==> src/rtl/sar_track_timer.sv <==
// SAR conversion interval timer with a one-deep tagged result buffer and inverted code taps.
// Optional min/max interval history is built when SAR_TRACK_TIMER_HIST_EN is defined.
module sar_track_timer #(
   parameter int DATA     = 8,
   parameter int TIMER    = 8,
   parameter int CHANNELS = 4,
   localparam int CW      = (CHANNELS > 1) ? $clog2(CHANNELS) : 1
) (
   input  logic             ClockT,
   input  logic             Reset,
   input  logic [1:0]       StateP,
   input  logic [DATA-1:0]  SAROut,
   input  logic             Inc,
   input  logic             Dcr,
   input  logic             Ack,
   output logic             Ready,
   output logic [DATA-1:0]  DataOut,
   output logic [TIMER-1:0] TimerOut,
   output logic [CW-1:0]    ChanOut,
   output logic [DATA-1:0]  SAROutI,
   output logic [DATA-1:0]  SAROutD,
   output logic [DATA-1:0]  SAROutC,
   output logic             Overflow,
   output logic             Timeout
`ifdef SAR_TRACK_TIMER_HIST_EN
   ,
   output logic [TIMER-1:0] TimerMin,
   output logic [TIMER-1:0] TimerMax
`endif
);

   logic             flagConv;
   logic             flagConvQ;
   logic [TIMER-1:0] cnt;
   logic [CW-1:0]    chan;
   logic             cntMax;
   logic             evt;
   logic             accept;
   logic             drop;
   logic             tracking;

   always_comb begin
      flagConv = 1'b0;
      case (StateP)
         2'b00:   flagConv = Inc | Dcr;
         2'b11:   flagConv = 1'b0;
         default: flagConv = 1'b1;
      endcase
   end

   assign tracking = (StateP == 2'b00) || (StateP == 2'b11);
   assign cntMax   = &cnt;
   assign evt      = (flagConv & ~flagConvQ) | cntMax;

   // Result handshake: Ready=1 holds a valid result until Ack is seen at a
   // rising edge. An event while Ready=1 and Ack=0 is dropped (Overflow sticks);
   // an event coinciding with Ack replaces the result and Ready stays high.
   assign accept = evt & (~Ready | Ack);
   assign drop   = evt & Ready & ~Ack;

   always_ff @(posedge ClockT or posedge Reset) begin
      if (Reset) begin
         flagConvQ <= 1'b0;
         cnt       <= '0;
         chan      <= '0;
         Ready     <= 1'b0;
         DataOut   <= DATA'(1);
         TimerOut  <= '0;
         ChanOut   <= '0;
         Timeout   <= 1'b0;
         Overflow  <= 1'b0;
      end else begin
         flagConvQ <= flagConv;
         cnt       <= evt ? TIMER'(1) : cnt + TIMER'(1);
         if (accept) begin
            Ready    <= 1'b1;
            DataOut  <= SAROut;
            TimerOut <= cnt;
            ChanOut  <= chan;
            Timeout  <= cntMax;
            chan     <= (chan == CW'(CHANNELS - 1)) ? '0 : chan + CW'(1);
         end else if (Ack && Ready) begin
            Ready <= 1'b0;
         end
         if (drop) begin
            Overflow <= 1'b1;
         end
      end
   end

   // Increment/decrement taps only follow the code while tracking or sampling;
   // during conversion they keep the last tracked values.
   always_ff @(posedge ClockT or posedge Reset) begin
      if (Reset) begin
         SAROutI <= '1;
         SAROutD <= '1;
         SAROutC <= '1;
      end else begin
         SAROutC <= ~SAROut;
         if (tracking) begin
            SAROutI <= (&SAROut) ? ~(SAROut - DATA'(1)) : ~SAROut;
            SAROutD <= (SAROut == '0) ? '1 : ~(SAROut - DATA'(1));
         end
      end
   end

`ifdef SAR_TRACK_TIMER_HIST_EN
   always_ff @(posedge ClockT or posedge Reset) begin
      if (Reset) begin
         TimerMin <= '1;
         TimerMax <= '0;
      end else if (accept && !cntMax) begin
         if (cnt < TimerMin) TimerMin <= cnt;
         if (cnt > TimerMax) TimerMax <= cnt;
      end
   end
`endif

endmodule

==> config.mk <==
export PLATFORM = sky130hd
export DESIGN_NAME = sar_track_timer
export DESIGN_NICKNAME = d
export VERILOG_FILES = /design/src/rtl/sar_track_timer.sv
export SDC_FILE = /design/constraint.sdc
export NUM_CORES = 1
export LEC_CHECK = 0
export ABC_AREA = 1
export CAP_MARGIN = 10
export CORE_UTILIZATION = 45
export DETAILED_ROUTE_END_ITERATION = 12
export GPL_ROUTABILITY_DRIVEN = 0
export PLACE_DENSITY = 0.74
export SKIP_CTS_REPAIR_TIMING = 1
export SLEW_MARGIN = 20
export SYNTH_ARGS = -nofsm -noshare
export SYNTH_HDL_FRONTEND = slang
export SYNTH_SLANG_ARGS = --single-unit
==> constraint.sdc <==
create_clock -name ClockT -period 2.3 [get_ports ClockT]
set_clock_uncertainty 0.05 [all_clocks]
set_input_delay 0.69 -clock ClockT [delete_from_list [all_inputs] [get_ports ClockT]]
set_output_delay 0.69 -clock ClockT [all_outputs]
set_load 0.05 [all_outputs]
==> results of run 1 <==
[logic make-up (layout without fill, tap and decap cells)]
logic type / Yosys count / count (layout) / synth area share [%]
simple gates: 149 / 149 / 26.0
flops: 56 / 56 / 58.2
xor+xnor: 4 / 4 / 1.42
buf+inv: 33 / 104 / 6.05
compound gates: 22 / 22 / 4.73
fa+ha+maj: 7 / 7 / 3.56
[cells in the mapped netlist, drive strengths merged]
cell	number
ha	7
nor2	28
nand2	82
nor3b	1
nand3	30
nand3b	1
clkbuf	3
nor3	3
a31oi	1
nand4	3
dfrtp	31
a21o	1
inv	24
o21ai	12
xor2	4
dfstp	25
buf	6
a21oi	7
and2	1
o21bai	1
[through the flow]
step | utilization [%] | worst slack [ns] | power, mW | area [um^2] | std cells
finish | 62.5 | 0.0706 | 3.11 | 3230 | 412
global route | 62.5 | 0.0262 | 3.29 | 3230 | 412
CTS | 62.5 | 0.0548 | 3.14 | 3230 | 412
detailed placement | 60.7 | 0.00888 | 2.60 | 3140 | 404
global placement | 60.7 | 0.0293 | 2.58 | 3140 | 404
floorplan | - | 0.230 | 2.19 | 2460 | 271
[final cells by class]
class	instances	area (um^2)	share of cell area (%)
flip-flops and latches	56	1430	44.3
multi-input cells	182	880	27.2
repair buffers	72	651	20.1
clock buffers	8	90.1	2.79
inverters	24	90.1	2.79
well taps	70	87.6	2.71
[report_power, final]
part	internal, mW	total [mW]	switching, mW
Sequential	1.23	1.37	0.142
Clock	0.246	0.535	0.288
Combinational	0.391	1.21	0.820
[worst max path at each step]
stage / endpoint / slack, ns / cells past startpoint / start
4_1_cts: TimerOut[6] / 0.05 / 1 / TimerOut[6]
2_1_floorplan: ChanOut[0] / 0.23 / 1 / Reset
3_5_place_dp: SAROutD[7] / 0.009 / 7 / SAROut[0]
6_report: DataOut[1] / 0.07 / 1 / DataOut[1]
5_1_grt: TimerOut[6] / 0.03 / 1 / TimerOut[6]
3_3_place_gp: Timeout / 0.03 / 9 / StateP[0]
[sequential cells by signal, summed over array words and instances (netlist names)]
signal	cells
SAROutC	8
flagConvQ	1
SAROutI	8
Overflow	1
DataOut	8
Timeout	1
chan	2
Ready	1
cnt	8
ChanOut	2
SAROutD	8
TimerOut	8
[layer usage]
| metal | vias to the layer above | wire [um] | GRT usage [%] |
|---|---|---|---|
| li1 | 995 | - | - |
| met1 | 931 | 2520 | 28.1 |
| met2 | 52 | 2380 | 30.2 |
| met3 | 7 | 215 | 3.73 |
| met4 | 0 | 61 | 6.92 |
| met5 | - | 0 | 0 |
[layout by cell type, fill, tap and decap left out, drive strengths merged]
| master | n |
|---|---|
| xor2 | 4 |
| dfrtp | 31 |
| clkbuf | 8 |
| clkdlybuf4s50 | 34 |
| a21oi | 7 |
| buf | 38 |
| nor2 | 28 |
| nand3b | 1 |
| nand3 | 30 |
| and2 | 1 |
| a31oi | 1 |
| nor3b | 1 |
| a21o | 1 |
| inv | 24 |
| nor3 | 3 |
| ha | 7 |
| o21bai | 1 |
| o21ai | 12 |
| nand4 | 3 |
| dfstp | 25 |
| nand2 | 82 |
==> reports/metrics.csv, run 1 <==
stage,metric,value,unit
clock_tree,CTS Buf Count,5,
sta,unrepaired setup endpoints after global routing,no,
sta,Max-Slew Margin vs Limit,66.1,%
placement,DP Wirelength,3.84,mm
clock_tree,CTS tree,built,
grt,largest net degree at the start of global routing,43,
yosys,Mapped Cells,271,
detailed_routing,drt first pass iters,5,
sta,"Setup violations, final",0,
sta,final period utilization,96.9,%
worst_setup_path,CP Max Fanout,2,
grt,total track usage,19.7,%
yosys,Mapped Nets,293,
sta,Worst-Margin Slew,0.508,ns
die,Chip Width,76.0,um
power,Lkg Pwr,1.58,nW
clock_tree,Root Buffer,clkbuf_8,
finish,fillcell total,453,
detailed_routing,post-DR wirelength/cell,12.6,um
worst_setup_path,critical path data arrival time,1.49,ns
worst_setup_path,crit-path leading delay family,buffers and inverters,
worst_setup_path,Worst EP required,1.56,ns
yosys,mapped cell area,2460,um^2
worst_setup_path,reg2reg start,cnt[0],
clock_tree,clk buf depth,2,
worst_hold_path,Tightest Hold Check Type,reg2reg,
worst_setup_path,r2r setup slk,0.70,ns
worst_setup_path,reg2reg path depth,8,
sta,max-slew violations,0,
worst_setup_path,startpoint types,flip-flop,
yosys,"Seq/Total Area, Yosys",58.2,%
finish,fin nets,363,
yosys,Area contributors post-synth,"dfrtp_1, dfstp_2, nand2_1, nand3_1, nor2_1",
worst_hold_path,Worst Hold End,Overflow,
yosys,share of the synthesized area in the top cell type,31.5,%
power,Power per Cell Area,964,nW/um^2
power,Worst VDD drop,0.432,mV
worst_setup_path,Critical Path End Type,output port,
detailed_routing,vias,1985,
finish,Area Growth Syn to Fin,31.3,%
worst_setup_path,sum of buffers and inverters on the critical path,1,
finish,# diodes,0,
worst_setup_path,crit-path cells,clkdlybuf4s50_1,
detailed_routing,drt drc,0,
die,Starting Density,47.6,%
die,Core ar.,5170,um^2
clock_tree,# H-tree levels,2,
grt,GRT overflow,0,
worst_setup_path,"slowest stage delay, CP",0.81,ns
die,I/O pin total,60,
placement,PortBufs,59,
detailed_routing,DR vias/cell,4.82,
clock_tree,clk sinks,56,
detailed_routing,final wirelength,5.17,mm
outcome,run status,"complete, no violations",
detailed_routing,ANT nets after route,0,
sta,min Tclk post-route,2.23,ns
finish,fraction of layout cells with a size suffix above 1,21.6,%
sta,hold slack,0.410,ns
flow_run,max-cap violations,0,
worst_setup_path,Critical R2R Capture,TimerOut[5],
die,row count,26,
yosys,Synth Warn #,0,
sta,Setup TNS,0,ns
worst_setup_path,WS Path Type,reg2out,
die,Die Span Y,76.0,um
die,DIE AREA,5770,um^2
worst_hold_path,hold path depth,1,
worst_setup_path,critical path's slowest cell,clkdlybuf4s50_1,
clock_tree,Clock transition at path regs,0.09,ns
sta,Final Hold Fails,0,
grt,initial antenna violation count,0,
sta,fmax,449,MHz
yosys,Yosys top cell by area,dfrtp_1,
yosys,Cell variety after synth,25,
detailed_routing,DRT iter0 DRCs,127,
yosys,Synth Register Bits,56,
clock_tree,Clock Latency Late Sink,0.30,ns
grt,global-route wire length before repair,9.14,mm
grt,vias in the first global route,1933,
yosys,synthesized area per cell,9.08,um^2
worst_hold_path,Hold Startpoint,Overflow,
No activity file was read; power rests on OpenSTA's default activity.
==> run 2: changes to the inputs <==
CAP_MARGIN = 20   (was 10)
==> results of run 2 <==
Final layout, timing and power as in run 1 (identical DEF).
==> run 3: changes to the inputs <==
MAX_ROUTING_LAYER = met4   (was not set)
==> run 3 against run 2 <==
Effect of this change: worst setup slack got worse by 0.0014 ns; combinational power barely moved; routed wire length rose by 0.25%; non-clock buffer count did not move; sequential power barely moved; first-iteration DRC count rose by 1.6%; highest routed layer unchanged.
==> reports/metrics.csv, run 3 (synthesized netlist as in run 1, its figures left out) <==
stage,metric,value,unit,change
outcome,run status,"complete, no violations",,
detailed_routing,DRT iter0 DRCs,129,,+1.6%
placement,placed insts,404,,unchanged
finish,Finished Layout Cells,412,,unchanged
finish,"Design Area, Final",3230,um^2,unchanged
detailed_routing,final wirelength,5.19,mm,+0.25%
power,Lkg Pwr,1.58,nW,unchanged
die,Core ar.,5170,um^2,unchanged
worst_setup_path,Critical R2R Capture,TimerOut[5],,
finish,fraction of layout cells with a size suffix above 1,21.6,%,unchanged
worst_setup_path,Critical Path End Type,output port,,
worst_setup_path,startpoint types,flip-flop,,
die,Starting Density,47.6,%,unchanged
placement,DP Wirelength,3.84,mm,unchanged
grt,vias in the first global route,1927,,-0.31%
sta,fmax,448,MHz,about the same
grt,largest net degree at the start of global routing,43,,unchanged
placement,PortBufs,59,,unchanged
worst_setup_path,sum of buffers and inverters on the critical path,1,,unchanged
clock_tree,Clock transition at path regs,0.09,ns,about the same
worst_setup_path,crit-path cells,clkdlybuf4s50_1,,
die,Chip Width,76.0,um,unchanged
finish,Area Growth Syn to Fin,31.3,%,unchanged
worst_setup_path,Setup crit start,TimerOut[6],,
grt,GRT overflow,0,,unchanged
placement,placed inst area,3140,um^2,unchanged
clock_tree,CTS tree,built,,
power,Worst VDD drop,0.432,mV,about the same
sta,unrepaired setup endpoints after global routing,no,,
clock_tree,CTS Buf Count,5,,unchanged
power,Power per Cell Area,963,nW/um^2,about the same
clock_tree,Root Buffer,clkbuf_8,,
detailed_routing,vias,2004,,+0.96%
finish,"most common cell after layout, fill and taps aside",nand2_1,,
worst_setup_path,critical path data arrival time,1.49,ns,about the same
worst_setup_path,reg2reg path depth,8,,unchanged
detailed_routing,post-DR wirelength/cell,12.6,um,+0.25%
sta,Setup TNS,0,ns,unchanged
worst_setup_path,WS Path Type,reg2out,,
grt,total track usage,20.3,%,+0.61 points
finish,fillcell total,453,,unchanged
worst_setup_path,reg2reg start,cnt[0],,
sta,Worst-Margin Slew,0.508,ns,unchanged
worst_setup_path,"slowest stage delay, CP",0.81,ns,about the same
finish,fin nets,363,,unchanged
worst_setup_path,Worst EP required,1.56,ns,about the same
sta,Max-Slew Margin vs Limit,66.1,%,unchanged
detailed_routing,drt first pass iters,4,,-1
worst_setup_path,crit-path leading delay family,buffers and inverters,,
grt,global-route wire length before repair,9.15,mm,about the same
die,I/O pin total,60,,unchanged
die,DIE AREA,5770,um^2,unchanged
finish,"commonest non-fill, non-tap cells in the layout","nand2_1, buf_4, clkdlybuf4s50_1",,
sta,hold slack,0.410,ns,+0.0000180 ns
clock_tree,# H-tree levels,2,,unchanged
worst_hold_path,Tightest Hold Check Type,reg2reg,,
die,row count,26,,unchanged
sta,final period utilization,97.0,%,about the same
die,Die Span Y,76.0,um,unchanged
detailed_routing,ANT nets after route,0,,unchanged
detailed_routing,DR vias/cell,4.86,,+0.96%
worst_setup_path,crit path to,TimerOut[6],,
sta,Final Hold Fails,0,,unchanged
sta,max-slew violations,0,,unchanged
flow_run,max-cap violations,0,,unchanged
sta,"Setup violations, final",0,,unchanged
detailed_routing,drt drc,0,,unchanged
clock_tree,Clock Latency Late Sink,0.30,ns,about the same
clock_tree,clk buf depth,2,,unchanged
worst_setup_path,Worst path depth,1,,unchanged
clock_tree,clk sinks,56,,unchanged
worst_setup_path,r2r setup slk,0.70,ns,about the same
finish,# diodes,0,,unchanged
worst_setup_path,CP Max Fanout,2,,unchanged
grt,initial antenna violation count,0,,unchanged
sta,min Tclk post-route,2.23,ns,+0.00143 ns
worst_setup_path,critical path's slowest cell,clkdlybuf4s50_1,,
run 3: metrics by stage:
stage | worst slack (ns) | util [%] | power [mW]
after floorplan | 0.230 | - | 2.19
after global placement | 0.0293 | 60.7 | 2.58
after detailed placement | 0.00888 | 60.7 | 2.60
after CTS | 0.0548 | 62.5 | 3.14
after global routing | 0.0262 | 62.5 | 3.29
final | 0.0692 | 62.5 | 3.11
run 3: layout make-up:
cell class	instances	area (um^2)	area share, %
multi-input cells	182	880	27.2
repair buffers	72	651	20.1
inverters	24	90.1	2.79
flip-flops and latches	56	1430	44.3
clock buffers	8	90.1	2.79
well taps	70	87.6	2.71
run 3: layer usage:
layer,vias up,track usage [%],wire length [um]
met5,-,-,0
met4,0,6.92,61
met3,7,3.49,242
met2,59,30.2,2420
met1,944,28.4,2470
li1,994,-,-
run 3: worst min path at each step:
stage / startpoint / depth (start not counted) / slack [ns] / to
3_5_place_dp: Overflow / 1 / 0.40 / Overflow
2_1_floorplan: chan[1] / 2 / 0.42 / chan[1]
3_3_place_gp: Overflow / 1 / 0.39 / Overflow
4_1_cts: Overflow / 1 / 0.42 / Overflow
6_report: Overflow / 1 / 0.41 / Overflow
5_1_grt: DataOut[0] / 2 / 0.44 / DataOut[0]
run 3: power breakdown:
part	internal (mW)	switching (mW)	leakage, nW
clock	0.246	0.287	0.0455
sequential	1.23	0.141	0.658
combinational	0.391	0.820	0.874
